==> config.mk <==
export PLATFORM = sky130hd
export DESIGN_NAME = lerp_pipe
export DESIGN_NICKNAME = d
export VERILOG_FILES = /design/src/rtl/lerp_pipe_pkg.sv /design/src/rtl/lerp_pipe_slice.sv /design/src/rtl/lerp_pipe.sv
export SDC_FILE = /design/constraint.sdc
export NUM_CORES = 1
export LEC_CHECK = 0
export BUFFER_PORTS_ARGS = -buffer_cell sky130_fd_sc_hd__buf_2
export CAP_MARGIN = 20
export CORE_UTILIZATION = 35
export DETAILED_ROUTE_END_ITERATION = 12
export GPL_TIMING_DRIVEN = 0
export PLACE_DENSITY = 0.54
export REMOVE_ABC_BUFFERS = 1
export SLEW_MARGIN = 15
export SYNTH_ARGS = -nofsm -noshare
export SYNTH_HDL_FRONTEND = slang
export SYNTH_SLANG_ARGS = --single-unit
==> constraint.sdc <==
create_clock -name clk -period 5.9 [get_ports clk]
set_clock_uncertainty 0.05 [all_clocks]
set_input_delay 0.885 -clock clk [delete_from_list [all_inputs] [get_ports clk]]
set_output_delay 0.885 -clock clk [all_outputs]
set_load 0.02 [all_outputs]
==> src/rtl/lerp_pipe_pkg.sv <==
// Shared constants and a reference interpolator for lerp_pipe.
// The reference model is wide enough for any INPUT_BITS/RATIO_FRAC_BITS whose product fits in 64 bits.
package lerp_pipe_pkg;

  localparam int LERP_PIPE_LATENCY = 3;

  // Computes a + floor(((b - a) * ratio [+ half]) / 2^frac_bits) in wide integer arithmetic.
  function automatic logic [63:0] lerp_ref(
    input logic [63:0] a,
    input logic [63:0] b,
    input logic [63:0] ratio,
    input int unsigned frac_bits,
    input bit          round
  );
    logic signed [127:0] diff;
    logic signed [127:0] prod;
    logic signed [127:0] res;
    diff = $signed({64'd0, b}) - $signed({64'd0, a});
    prod = diff * $signed({64'd0, ratio});
    if (round && frac_bits > 0) prod = prod + (128'sd1 <<< (frac_bits - 1));
    res = $signed({64'd0, a}) + (prod >>> frac_bits);
    return res[63:0];
  endfunction

endpackage

==> src/rtl/lerp_pipe_slice.sv <==
// One valid/ready register stage with bubble-collapsing stall.
// CLEAR_DATA also zeroes the payload on reset (used where the payload is visible at a port).
module lerp_pipe_slice #(
  parameter int WIDTH      = 8,
  parameter bit CLEAR_DATA = 1'b0
) (
  input  logic             clk_i,
  input  logic             reset_i,
  input  logic             valid_i,
  output logic             ready_o,
  input  logic [WIDTH-1:0] data_i,
  output logic             valid_o,
  input  logic             ready_i,
  output logic [WIDTH-1:0] data_o
);

  logic             valid_q, valid_d;
  logic [WIDTH-1:0] data_q, data_d;

  // Loads when empty or when the held beat leaves this cycle.
  assign ready_o = !valid_q || ready_i;

  always_comb begin
    valid_d = valid_q;
    data_d  = data_q;
    if (ready_o) valid_d = valid_i;
    if (valid_i && ready_o) data_d = data_i;
  end

  always_ff @(posedge clk_i) begin
    if (reset_i) valid_q <= 1'b0;
    else         valid_q <= valid_d;
  end

  if (CLEAR_DATA) begin : g_clear
    always_ff @(posedge clk_i) begin
      if (reset_i) data_q <= '0;
      else         data_q <= data_d;
    end
  end else begin : g_hold
    always_ff @(posedge clk_i) begin
      data_q <= data_d;
    end
  end

  assign valid_o = valid_q;
  assign data_o  = data_q;

endmodule

==> src/rtl/lerp_pipe.sv <==
// Three-stage channel-tagged linear interpolator: out = a + (b - a) * ratio.
// Define LERP_PIPE_ROUND_EN to round half up instead of flooring the scaled difference.
module lerp_pipe
  import lerp_pipe_pkg::*;
#(
  parameter  int INPUT_BITS      = 16,
  parameter  int RATIO_FRAC_BITS = 8,
  parameter  int CHANNELS        = 4,
  localparam int CHAN_BITS       = (CHANNELS > 1) ? $clog2(CHANNELS) : 1
) (
  input  logic                       clk,
  input  logic                       reset,
  input  logic                       in_valid,
  output logic                       in_ready,
  input  logic [CHAN_BITS-1:0]       in_chan,
  input  logic [INPUT_BITS-1:0]      in_a,
  input  logic [INPUT_BITS-1:0]      in_b,
  input  logic [RATIO_FRAC_BITS-1:0] in_ratio,
  output logic                       out_valid,
  input  logic                       out_ready,
  output logic [CHAN_BITS-1:0]       out_chan,
  output logic [INPUT_BITS-1:0]      out_data,
  output logic                       busy
);

  localparam int DIFF_W = INPUT_BITS + 1;
  localparam int PROD_W = INPUT_BITS + RATIO_FRAC_BITS + 1;
  localparam int S1_W   = CHAN_BITS + INPUT_BITS + RATIO_FRAC_BITS + DIFF_W;
  localparam int S2_W   = CHAN_BITS + INPUT_BITS + PROD_W;
  localparam int S3_W   = CHAN_BITS + INPUT_BITS;

  function automatic logic signed [DIFF_W-1:0] diff_of(
    input logic [INPUT_BITS-1:0] a,
    input logic [INPUT_BITS-1:0] b
  );
    return $signed({1'b0, b}) - $signed({1'b0, a});
  endfunction

  // Both operands are extended to the product width so no high bits are lost.
  function automatic logic signed [PROD_W-1:0] scale(
    input logic signed [DIFF_W-1:0]   d,
    input logic [RATIO_FRAC_BITS-1:0] r
  );
    logic signed [PROD_W-1:0] d_ext;
    logic signed [PROD_W-1:0] r_ext;
    d_ext = {{(PROD_W - DIFF_W){d[DIFF_W-1]}}, d};
    r_ext = {{(PROD_W - RATIO_FRAC_BITS){1'b0}}, r};
    return d_ext * r_ext;
  endfunction

  // The result is bounded by a and b, so dropping the upper bits never loses information.
  function automatic logic [INPUT_BITS-1:0] shift_add(
    input logic [INPUT_BITS-1:0] a,
    input logic signed [PROD_W-1:0] prod
  );
    logic signed [PROD_W-1:0] biased;
    logic signed [PROD_W-1:0] shifted;
    logic        [PROD_W-1:0] a_ext;
`ifdef LERP_PIPE_ROUND_EN
    biased = prod + (PROD_W'(1) <<< (RATIO_FRAC_BITS - 1));
`else
    biased = prod;
`endif
    shifted = biased >>> RATIO_FRAC_BITS;
    a_ext   = {{(PROD_W - INPUT_BITS){1'b0}}, a};
    return INPUT_BITS'(a_ext + shifted);
  endfunction

  logic                              s1_ready, s2_ready, s3_ready;
  logic                              s1_valid, s2_valid, s3_valid;
  logic [S1_W-1:0]                   s1_in, s1_data;
  logic [S2_W-1:0]                   s2_in, s2_data;
  logic [S3_W-1:0]                   s3_in, s3_data;
  logic [CHAN_BITS-1:0]              s1_chan, s2_chan;
  logic [INPUT_BITS-1:0]             s1_a, s2_a;
  logic [RATIO_FRAC_BITS-1:0]        s1_ratio;
  logic signed [DIFF_W-1:0]          s1_diff;
  logic signed [PROD_W-1:0]          s2_prod;

  // Stage 1: capture a, tag, ratio and the signed difference.
  assign s1_in = {in_chan, in_a, in_ratio, diff_of(in_a, in_b)};

  lerp_pipe_slice #(.WIDTH(S1_W), .CLEAR_DATA(1'b0)) u_s1 (
    .clk_i(clk), .reset_i(reset),
    .valid_i(in_valid), .ready_o(s1_ready), .data_i(s1_in),
    .valid_o(s1_valid), .ready_i(s2_ready), .data_o(s1_data)
  );

  assign {s1_chan, s1_a, s1_ratio, s1_diff} = s1_data;

  // Stage 2: the single shared multiply.
  assign s2_in = {s1_chan, s1_a, scale(s1_diff, s1_ratio)};

  lerp_pipe_slice #(.WIDTH(S2_W), .CLEAR_DATA(1'b0)) u_s2 (
    .clk_i(clk), .reset_i(reset),
    .valid_i(s1_valid), .ready_o(s2_ready), .data_i(s2_in),
    .valid_o(s2_valid), .ready_i(s3_ready), .data_o(s2_data)
  );

  assign {s2_chan, s2_a, s2_prod} = s2_data;

  // Stage 3: shift back to sample scale and add the start point.
  assign s3_in = {s2_chan, shift_add(s2_a, s2_prod)};

  lerp_pipe_slice #(.WIDTH(S3_W), .CLEAR_DATA(1'b1)) u_s3 (
    .clk_i(clk), .reset_i(reset),
    .valid_i(s2_valid), .ready_o(s3_ready), .data_i(s3_in),
    .valid_o(s3_valid), .ready_i(out_ready), .data_o(s3_data)
  );

  assign {out_chan, out_data} = s3_data;
  assign out_valid = s3_valid;
  assign in_ready  = s1_ready && !reset;
  assign busy      = s1_valid || s2_valid || s3_valid;

endmodule

# Word-level counts from Yosys, hierarchy flattened
# Index checks and enable logic that the tools add are counted.
# Widths: inputs -> output; s select.
# word_totals
mem_bits_ro	0
n_memories	0
mem_bits_rw	0
inputBits	46
latch_bits	0
reg_bits	107
# classes
bitwise	0
n_lt_le_gt_ge	0
n_reduce_logical	13
div	0
n_shift	0
n_mux	0
add_sub_neg	2
n_mul	1
n_eq_ne	0
# op_table
cell	count
$mul 17x9->25	1
$sub 16x16->17	1
$add 16x16->16	1
$logic_or 1x1->1	5
$logic_and 1x1->1	4
$logic_not 1->1	4

# Logic depth before layout (Yosys ltp)
# Gate-level depths: netlist of the first run.
# logic_depth
word_depth	5
mapped_depth	18

# Cells and area by module
# From an unflattened synthesis of the first run, not the netlist that was laid out.
# hier_totals
cells_unflattened	1007
hier_area_um2	10293.6
# by_module_without_submodules
module	area_per_inst_um2	instances	seq_area_each_um2	cells_per_inst
lerp_pipe	6610.1	1	0.0	825
lerp_pipe_slice (u_s1 ...)	1346.3	2	1311.3	48
lerp_pipe_slice (u_s3)	991.0	1	380.4	86

# Least setup slack after synthesis of the first run
# OpenSTA, ideal clock, no wires.
# synth_timing
path_type	flip-flop to flip-flop
start	register u_s1.data_q[19], in the netlist u_s1.data_o[19]
end	register u_s2.data_q[23], in the netlist u_s2.data_o[23], data pin
synth_period_minus_slack_ns	4.788
stages_incl_launch_ff	19
setup_slack_ns	1.112
n_path_buf	2
t_arrival_ns	4.478
path_cell_list	edfxtp_1 -> clkbuf_1 -> clkbuf_1 -> nand2_1 -> fa_1 -> inv_1 -> fa_1 -> fa_1 -> inv_1 -> fa_1 -> inv_1 -> ha_1 -> o21ai_2 -> o21ai_1 -> or3b_1 -> a21oi_2 -> a31oi_1 -> o31ai_2 -> xnor2_1
# synth_between
elab_chain_len	1
# synth_rtl
item	line_no	text
from (decl)	lerp_pipe_slice.sv:18	logic [WIDTH-1:0] data_q, data_d;
from (signal assigned)	lerp_pipe_slice.sv:42	data_q <= data_d;
$mul 17x9->25	lerp_pipe.sv:48	return d_ext * r_ext;
via s2_in[23]	lerp_pipe.sv:72	logic [S2_W-1:0] s2_in, s2_data;
to (signal assigned)	lerp_pipe_slice.sv:42	
to (decl)	lerp_pipe_slice.sv:18	
# The timed path passes the listed nets, and every way through them passes these cells.
# A chain may end at the register's enable or synchronous reset.

# Final worst setup path of the first run
# layout_timing
start	register u_s1.data_q[19], in the netlist u_s1.data_o[19]
end	register u_s2.data_q[21], in the netlist u_s2.data_o[21], data pin
# The elaborated chain is that of the path after synthesis.

==> run metrics, run 1 <==
status finished clean; area leader, netlist edfxtp_1; antenna violations before repair 0; Syn Area/Cell ~10 um2; vias per cell just under 5; register bit total from synthesis 98; # nets final around 1200; Mapped Cells approximately 900; CTS tree built; dominant cells by area after synthesis edfxtp_1 (26%), fa_1 (23%), ha_1 (10%), inv_1 (7.4%), dfxtp_1 (4.7%); Filler Cell Count between 2000 and 3000; Worst Path Arrival 5.46 ns; # setup viols final 0; Pwr Density roughly 590 nW/um2; Placeable Area between 20000 and 30000 um2; Seq/Total Area, Yosys 0.306; Residual DRC 0; Synth Flop Type edfxtp_1; Hold Crit Depth 0; layout cells sized above 1 0.0999; DRT iter0 DRCs between 300 and 400; Placed Cells 1275; port bufs 66; vias in the first global route 6472; Syn-to-layout area delta 11.6%; Total Wirelength 18.8 mm; area of the multi-input gates 5500 um2; largest net degree at the start of global routing 26; min Tclk post-route 5.42 ns; Antenna Violating Nets Remaining 0; first-pass GRT wire length 32.1 mm; crit-path max FO 17; Avg WL per Cell 14.6 um; GRT Total Usage 0.156; Netlist cell types 56; htree depth 3; Die Ht 162 um; clk sinks a little under 100; total gr overflow 0; Final Cycle Share 0.919; Final TNS setup 0 ns; vias after detailed routing 6220; Num CTS Buffers 9; Clock Path Buffers 2; Synth warnings 0; die width 162 um; Worst Max-Slew Pin Slew 0.852 ns; EDFF count, synth 77; I/O pins 67; Final Non-Filler Cells 1291; Worst Setup End Kind flop; MaxCap Viol Count 0; CTS root buffer clkbuf_16; placed cell area 9690 um2; hold_buf cts 0; ant diodes 0; clock-pin slew on the worst setup and hold paths 0.07 ns; Initial Util 0.356; CP Launch Type flop; full die area 26200 um2; Async SR Flop Fraction 0; RSZ-0062 raised after global routing no; min-delay worst type flop to flop; Max Clock Freq roughly 180 MHz; DRT Pass-1 Iters 4; fin area 9980 um2; sequential cell area 2730 um2; Hold Vio Cnt, Final 0; Max VDD drop 0.398 mV; Worst slew margin 0.432; Leak 0.00464 uW; Placer Congestion 0.803; Final Max Tran Viols 0; critical path class flop to flop; critical path data required time 5.94 ns; row cnt 58; clk_lat worst skew 0.35 ns; Post-CTS Repair Setup Buffers 0; Mapped Area 8940 um2; post-CTS resize count 0; Reg2Reg Depth 16; Yosys top cell area share 0.259; DP HPWL 14.8 mm
kinds of logic after synthesis:
kind of cell               synth area share
DFF                                   0.306
AOI/OAI and AO/OA                    0.0952
xor gates and xnor gates             0.0382
adders and majority gates             0.337
buffers and inverters                0.0817
and+or+nand+nor                       0.143
worst paths after layout:
path	start	to	slack [ns]
worst max-delay path	u_s1.data_o[19]$_DFFE_PP_	u_s2.data_o[21]$_DFFE_PP_	0.48
worst min-delay path	u_s1.data_o[32]$_DFFE_PP_	u_s2.data_o[32]$_DFFE_PP_	0.37
worst max register to register	u_s1.data_o[19]$_DFFE_PP_	u_s2.data_o[21]$_DFFE_PP_	0.48
worst min register to register	u_s1.data_o[32]$_DFFE_PP_	u_s2.data_o[32]$_DFFE_PP_	0.37
layer usage:
metal,GRT usage,vias up,share of wire
met5,0,-,0
met4,0.0219,0,0.0030
met3,0.0240,6,0.028
met2,0.264,94,0.48
met1,0.214,3104,0.49
li1,-,3016,-
through the flow:
stage / setup slack (ns) / hold slack (ns) / total power [uW] / utilization
floorplan: 1.32 / 0.350 / 4400 / -
global placement: 0.460 / 0.353 / 5340 / 0.383
detailed placement: 0.544 / 0.355 / 5360 / 0.386
CTS: 0.523 / 0.372 / 5970 / 0.397
global route: 0.154 / 0.382 / 6560 / 0.397
finish: 0.479 / 0.370 / 5850 / 0.397
cell usage after synthesis, types with 5 or more instances:
library cell,instances
a21oi_1,33
edfxtp_1,77
o211ai_1,5
o21a_1,8
and2_1,67
a21o_1,7
ha_1,74
and3_1,5
nor2_1,41
nand2_1,90
nand3_1,11
dfxtp_1,21
o21ai_0,19
nand4_1,6
nor3_1,10
a211oi_1,12
clkbuf_1,15
o21ai_1,6
xnor2_1,24
fa_1,104
xor2_1,15
a31oi_1,5
inv_1,177
nor2b_1,10
cells in the final DEF, fill, tap and decap left out, drive strengths merged, types with 4 or more instances in the layout:
cell and n:
a211oi 13, o21ai 26, nor2 41, nand2b 4, o21a 8, clkbuf 9, dfxtp 21, and2 67
nand2 90, edfxtp 77, nor2b 10, nand4 6, a21o 8, or3 4, inv 180, fa 104
nand3 11, ha 74, o311ai 4, o211ai 5, buf 68, a31oi 5, nor3 10, xnor2 24
a21oi 34, a21boi 5, xor2 15, and3 5
registers in the layout, indices dropped and copies added, names as in the netlist:
name and cells:
u_s3.data_o 18, u_s2.valid_o 1, u_s1.valid_o 1, u_s3.valid_o 1
u_s1.data_o 43, u_s2.data_o 34
power breakdown:
part           internal, uW  switching [uW]  total (uW)
registers              1070             105        1170
clock network           294             278         572
logic                  1750            2350        4100
area by class of cell:
cell class,instances,area share
timing repair buffer,68,0.0386
tap,330,0.0414
clock buffer,9,0.0226
clock inverter,7,0.00602
multi-input combinational,602,0.551
inverter,177,0.0666
sequential,98,0.274
worst max-delay path: stages, from the launching register on:
cell	delay, ns
edfxtp_1	0.88
nand2_1	0.17
fa_1	0.57
inv_1	0.05
fa_1	0.47
fa_1	0.49
inv_1	0.06
fa_1	0.54
inv_1	0.04
ha_1	0.36
a21oi_1	0.17
o21ai_0	0.10
a21oi_1	0.36
nand3_1	0.23
a31oi_1	0.31
o21bai_1	0.11
xor2_1	0.17
Power figures use the tool's default switching activity.
==> run 2, diff against run 1 <==
--- a/config.mk
+++ b/config.mk
@@ -7,10 +7,12 @@
 export LEC_CHECK = 0
 export BUFFER_PORTS_ARGS = -buffer_cell sky130_fd_sc_hd__buf_2
 export CAP_MARGIN = 20
+export CELL_PAD_IN_SITES_DETAIL_PLACEMENT = 1
+export CELL_PAD_IN_SITES_GLOBAL_PLACEMENT = 1
 export CORE_UTILIZATION = 35
 export DETAILED_ROUTE_END_ITERATION = 12
 export GPL_TIMING_DRIVEN = 0
-export PLACE_DENSITY = 0.54
+export PLACE_DENSITY = 0.65
 export REMOVE_ABC_BUFFERS = 1
 export SLEW_MARGIN = 15
 export SYNTH_ARGS = -nofsm -noshare
==> run 2 against run 1 <==
Combinational power rose by 2%. Utilization increased by 0.17 points. Die area did not move. Sequential power barely moved. Via count increased by 1.3%.
==> run metrics, run 2 (same netlist as run 1, synthesis figures left out) <==
status finished clean; area of the multi-input gates 5500 um2 (unchanged); Worst Max-Slew Pin Slew 0.858 ns (+0.00621 ns); Fin Hold WS 0.372 ns (+0.00249 ns); r2r endpoint u_s2.data_o[23]$_DFFE_PP_; Residual DRC 0 (unchanged); Antenna Violating Nets Remaining 0 (unchanged); Max Clock Freq 182 MHz (-1.3%); Slowest-stage cell, CP edfxtp_1; PnR worst setup slack 0.405 ns (-0.0735 ns); post-CTS resize count 0 (unchanged); hold_buf cts 0 (unchanged); Final TNS setup 0 ns (unchanged); full die area 26200 um2 (unchanged); antenna violations before repair 0 (unchanged); Post-CTS Repair Setup Buffers 0 (unchanged); Clock Path Buffers 2 (unchanged); Max VDD drop 0.487 mV (+22%); clk sinks 98 (unchanged); htree depth 3 (unchanged); DP HPWL 16.5 mm (+11%); # nets final 1181 (+0.085%); CTS root buffer clkbuf_16; CP Launch Type flop; Placeable Area 25100 um2 (unchanged); largest net degree at the start of global routing 26 (unchanged); Placed Cells 1276 (+0.078%); vias per cell 4.88 (+1.2%); Final Cycle Share 0.931 (+0.0125); CP most frequent cell fa_1; Filler Cell Count 2901 (+15%); commonest cells after routing, fill and taps aside inv_1 (177), fa_1 (104), nand2_1 (90), edfxtp_1 (77), ha_1 (74); DRT Pass-1 Iters 4 (unchanged); port bufs 66 (unchanged); I/O pins 67 (unchanged); Syn-to-layout area delta 12.1%; Worst Setup End Kind flop; worst-case hold path end point u_s2.data_o[31]$_DFFE_PP_; Place WS 0.416 ns (-0.128 ns); Avg WL per Cell 15.9 um (+9.3%); Placer Congestion 0.808 (+0.66%); # setup viols final 0 (unchanged); CP Cell Sequence nand2_1 > fa_1 > inv_1 > fa_1 > fa_1 > inv_1 > fa_1 > inv_1 > ha_1 > a21oi_1 > o21ai_0 > a21oi_1 > nand3_1 > a31oi_1 > o31ai_2 > xnor2_1; row cnt 58 (unchanged); die width 162 um (unchanged); min Tclk post-route 5.49 ns (+0.0735 ns); MaxCap Viol Count 0 (unchanged); GRT Total Usage 0.172 (+0.0159); vias after detailed routing 6302 (+1.3%); Worst slew margin 0.425 (-0.00673); Initial Util 0.356 (unchanged); CTS tree built; clock-pin slew on the worst setup and hold paths 0.08 ns (about the same); Pwr Density 594 nW/um2 (+1.4%); first-pass GRT wire length 35.2 mm (+9.8%); total gr overflow 0 (unchanged); Worst Path Arrival 5.61 ns (+0.15 ns); Reg2Reg Depth 16 (unchanged); sequential cell area 2730 um2 (unchanged); Leak 0.00466 uW (+0.41%); Hold Vio Cnt, Final 0 (unchanged); max reg flops 43 (unchanged); min-delay worst type flop to flop; r2r startpoint u_s1.data_o[19]$_DFFE_PP_; Die Ht 162 um (unchanged); DRT iter0 DRCs 267 (-21%); critical path data required time 6.01 ns (+0.07 ns); clk_lat worst skew 0.35 ns (about the same); commonest non-fill, non-tap cell in the layout inv_1; vias in the first global route 7002 (+8.2%); RSZ-0062 raised after global routing no; layout cells sized above 1 0.101 (+0.000936); Total Wirelength 20.6 mm (+9.4%); critical path class flop to flop; Final Non-Filler Cells 1292 (+0.077%); Hold Crit Depth 0 (unchanged); Final Max Tran Viols 0 (unchanged); ant diodes 0 (unchanged); HP Start u_s1.data_o[31]$_DFFE_PP_; crit-path max FO 17 (unchanged); setup slack, reg-to-reg 0.41 ns (-0.07 ns); Num CTS Buffers 9 (unchanged); Critical Path Max Stage Delay 0.92 ns (+0.04 ns)
run 2: changes by cell type in the layout (fill, tap and decap cells not counted), sizes merged:
cell / change
clkinv: +2
buf: +1
inv: -1
clkinvlp: -1
run 2: metrics by stage:
| step | utilization | instance area [um2] | power [uW] |
|---|---|---|---|
| 2_1_floorplan | - | 8870 | 4400 |
| 3_3_place_gp | 0.383 | 9620 | 5390 |
| 3_5_place_dp | 0.387 | 9720 | 5470 |
| 4_1_cts | 0.399 | 10000 | 6100 |
| 5_1_grt | 0.399 | 10000 | 6710 |
| 6_report | 0.399 | 10000 | 5950 |
run 2: worst max path at each step:
stage / cells after the start / from / to
after floorplan: 14 / u_s1.data_o[22]$_DFFE_PP_ / u_s2.data_o[21]$_DFFE_PP_
after global placement: 16 / u_s1.data_o[19]$_DFFE_PP_ / u_s2.data_o[22]$_DFFE_PP_
after detailed placement: 16 / u_s1.data_o[19]$_DFFE_PP_ / u_s2.data_o[22]$_DFFE_PP_
after CTS: 16 / u_s1.data_o[19]$_DFFE_PP_ / u_s2.data_o[22]$_DFFE_PP_
after global routing: 16 / u_s1.data_o[19]$_DFFE_PP_ / u_s2.data_o[23]$_DFFE_PP_
final: 16 / u_s1.data_o[19]$_DFFE_PP_ / u_s2.data_o[23]$_DFFE_PP_
run 2: power by group:
part | internal, uW | total (uW) | switching (uW)
Sequential | 1070 | 1180 | 108
Combinational | 1770 | 4190 | 2430
Clock | 298 | 585 | 287
run 2: routing by layer:
metal | part of all wire | global-route usage | vias up
met5 | 0 | 0 | -
met2 | 0.50 | 0.303 | 85
li1 | - | - | 3018
met3 | 0.030 | 0.0253 | 13
met1 | 0.46 | 0.226 | 3186
met4 | 0.0054 | 0.0232 | 0
run 2: critical path: cells and delay by family (launching register included):
| family | cells | cell delay, ns |
|---|---|---|
| simple gates | 2 | 0.39 |
| fa+ha+maj | 5 | 2.46 |
| compound gates | 5 | 1.05 |
| flops | 1 | 0.92 |
| xor+xnor | 1 | 0.26 |
| buf+inv | 3 | 0.16 |
run 2: final cells by class:
type                            count  share of cell area
Timing Repair Buffer               69              0.0412
Inverter                          177              0.0663
Sequential cell                    98               0.273
Clock buffer                        9              0.0225
Multi-Input combinational cell    602               0.549
Tap cell                          330              0.0412
Clock inverter                      7             0.00749
==> run 3, diff against run 2 <==
--- a/config.mk
+++ b/config.mk
@@ -5,6 +5,7 @@
 export SDC_FILE = /design/constraint.sdc
 export NUM_CORES = 1
 export LEC_CHECK = 0
+export ABC_AREA = 1
 export BUFFER_PORTS_ARGS = -buffer_cell sky130_fd_sc_hd__buf_2
 export CAP_MARGIN = 20
 export CELL_PAD_IN_SITES_DETAIL_PLACEMENT = 1
@@ -12,7 +13,7 @@
 export CORE_UTILIZATION = 35
 export DETAILED_ROUTE_END_ITERATION = 12
 export GPL_TIMING_DRIVEN = 0
-export PLACE_DENSITY = 0.65
+export PLACE_DENSITY = 0.67
 export REMOVE_ABC_BUFFERS = 1
 export SLEW_MARGIN = 15
 export SYNTH_ARGS = -nofsm -noshare
==> run 3 against run 2 <==
Worst setup slack improved by 0.15 ns. Global-route usage rose by 1.3 points. Maximum frequency rose by 2.8%. Critical path depth rose by 1. Total power fell by 1.3%. First-iteration DRC count rose by 16%. Synthesized area rose by 8.6%. Combinational power fell by 2%. Critical endpoint is now u_s2.data_o[22]$_DFFE_PP_.
==> run metrics, run 3 <==
dominant cells by area after synthesis edfxtp_1 (24%), fa_1 (21%), inv_1 (12%), nand2_1 (11%), ha_1 (9.5%); min Tclk post-route 5.35 ns (-0.149 ns); EDFF count, synth 77 (unchanged); critical path data required time 5.95 ns (-0.06 ns); Mapped Cells 1191 (+33%); Placer Congestion 0.839 (+3.8%); htree depth 3 (unchanged); post-synthesis xor/xnor area fraction 0.0271 (-0.0112); CP most frequent cell inv_1; Critical Path Max Stage Delay 0.73 ns (-0.19 ns); antenna violations before repair 0 (unchanged); Worst Setup End Kind flop; Async SR Flop Fraction 0 (unchanged); Mapped Area 9710 um2 (+8.6%); CTS root buffer clkbuf_16; critical path class flop to flop; DRT iter0 DRCs 310 (+16%); Hold Vio Cnt, Final 0 (unchanged); CTS tree built; main combinational cell family by area after synthesis adder cells; first-pass GRT wire length 40.9 mm (+16%); row cnt 60 (+3.4%); delay-heaviest family, CP adder cells; commonest non-fill, non-tap cell in the layout inv_1; hold_buf cts 0 (unchanged); DP HPWL 20.5 mm (+25%); Synth Area in Adders 0.310 (-0.0267); PnR worst setup slack 0.555 ns (+0.149 ns); Syn Area/Cell 8.15 um2 (-18%); clk sinks 98 (unchanged); critical path buffer and inverter count 6 (+3); Place WS 0.592 ns (+0.175 ns); commonest cells in the netlist inv_1 (301), nand2_1 (285), fa_1 (104); Netlist cell types 37 (-34%); Synth Flop Type edfxtp_1; Antenna Violating Nets Remaining 0 (unchanged); Num CTS Buffers 9 (unchanged); Max VDD drop 0.260 mV (-47%); # setup viols final 0 (unchanged); Worst slew margin 0.444 (+0.0188); Worst Max-Slew Pin Slew 0.834 ns (-0.0244 ns); Synth Area in Compound Gates 0.0631 (-0.0320); max reg flops 43 (unchanged); I/O pins 67 (unchanged); status finished clean; Filler Cell Count 3297 (+14%); register bit total from synthesis 98 (unchanged); Total Wirelength 24.5 mm (+19%); Slowest-stage cell, CP edfxtp_1; Final Max Tran Viols 0 (unchanged); layout cells sized above 1 0.0832 (-0.0176); Tot Pwr 5880 uW (-1.3%); Final TNS setup 0 ns (unchanged); RSZ-0062 raised after global routing no; CP Launch Type flop; vias in the first global route 7984 (+14%); Post-Synth Simple-Gate Area 0.184 (+0.0413); mux share of post-synthesis cell area 0 (unchanged); Leak 0.00585 uW (+26%); GRT Total Usage 0.185 (+0.0130); most common cell in the netlist inv_1; Worst Path Arrival 5.39 ns (-0.22 ns); Residual DRC 0 (unchanged); Pwr Density 550 nW/um2 (-7.4%); Final Cycle Share 0.906 (-0.0253); Yosys top cell area share 0.238 (-0.0205); Final Non-Filler Cells 1610 (+25%); post-CTS resize count 0 (unchanged); commonest cells after routing, fill and taps aside inv_1 (299), nand2_1 (285), fa_1 (104), edfxtp_1 (77), ha_1 (74); full die area 28400 um2 (+8.5%); CP Cell Sequence nand2_1 > inv_1 > fa_1 > inv_1 > fa_1 > inv_1 > fa_1 > inv_1 > fa_1 > inv_1 > ha_1 > inv_1 > nor3_1 > and2_1 > nand4_1 > nand4_1 > nand2_1; Fin Hold WS 0.359 ns (-0.0133 ns); area leader, netlist edfxtp_1; vias after detailed routing 7416 (+18%); # nets final 1457 (+23%); die width 169 um (+4.2%); vias per cell 4.61 (-5.6%); clock-pin slew on the worst setup and hold paths 0.07 ns (about the same); Initial Util 0.358 (+0.00227); Post-CTS Repair Setup Buffers 0 (unchanged); largest net degree at the start of global routing 36 (+38%); clk_lat worst skew 0.35 ns (about the same); crit-path max FO 17 (unchanged); Synth warnings 0 (unchanged); total gr overflow 0 (unchanged); ant diodes 0 (unchanged); port bufs 66 (unchanged); MaxCap Viol Count 0 (unchanged); Max Clock Freq 187 MHz (+2.8%); Placed Cells 1594 (+25%); Die Ht 169 um (+4.2%); Avg WL per Cell 15.2 um (-4.4%); Clock Path Buffers 2 (unchanged); min-delay worst type flop to flop; Seq/Total Area, Yosys 0.281 (-0.0243); DRT Pass-1 Iters 4 (unchanged); Placeable Area 27100 um2 (+7.9%); Syn-to-layout area delta 10.0%
[run 3: cell count changes after synthesis, moves of 7 or more]
cell	delta
nor2_1	+30
a21oi_1	+28
clkbuf_1	+8
xor2_1	+7
o21ai_0	+13
a211oi_1	-12
nand2_1	+195
and2_1	-64
nand2_2	+10
inv_1	+124
nor2b_1	-10
xnor2_1	-16
nand3_1	+27
[run 3: area by class of cell]
type                    instances  area [um2]  share of cell area
flip-flops and latches         98        2730               0.256
repair buffers                 67         350              0.0328
inverters                     302        1130               0.106
multi-input cells             755        5670               0.531
clock inverters                 4        73.8             0.00691
well taps                     372         465              0.0436
clock buffers                  12         256              0.0240
[run 3: stage by stage]
stage          area, um2   util
2_1_floorplan       9540      -
3_3_place_gp       10300  0.381
3_5_place_dp       10400  0.382
4_1_cts            10700  0.394
5_1_grt            10700  0.394
6_report           10700  0.394
[run 3: where the power goes]
group | switching [uW] | internal [uW]
Sequential | 103 | 1010
Combinational | 2630 | 1480
Clock | 253 | 395
[run 3: worst register-to-register path: cells and delay by family, from the launching register on]
kind          cells  cell delay [ns]
fa+ha+maj         5             2.63
buf+inv           6             0.49
flops             1             0.73
simple gates      6             1.20
[run 3: final timing paths]
path | end | startpoint | slack [ns] | depth (start not counted)
max reg2reg | u_s2.data_o[22]$_DFFE_PP_ | u_s1.data_o[20]$_DFFE_PP_ | 0.55 | 17
min | u_s2.data_o[33]$_DFFE_PP_ | u_s1.data_o[33]$_DFFE_PP_ | 0.36 | 0
min reg2reg | u_s2.data_o[33]$_DFFE_PP_ | u_s1.data_o[33]$_DFFE_PP_ | 0.36 | 0
max | u_s2.data_o[22]$_DFFE_PP_ | u_s1.data_o[20]$_DFFE_PP_ | 0.55 | 17
[run 3: cell families (layout without fill, tap and decap cells)]
logic type | after synthesis | after routing
buf+inv | 338 | 385
xor+xnor | 30 | 30
compound gates | 113 | 113
flops | 98 | 98
fa+ha+maj | 178 | 178
simple gates | 434 | 434
[run 3: layer usage]
metal,share of wire,vias to the layer above,GRT usage
li1,-,3682,-
met1,0.48,3641,0.246
met2,0.49,72,0.321
met3,0.018,21,0.0243
met4,0.011,0,0.0372
met5,0,-,0
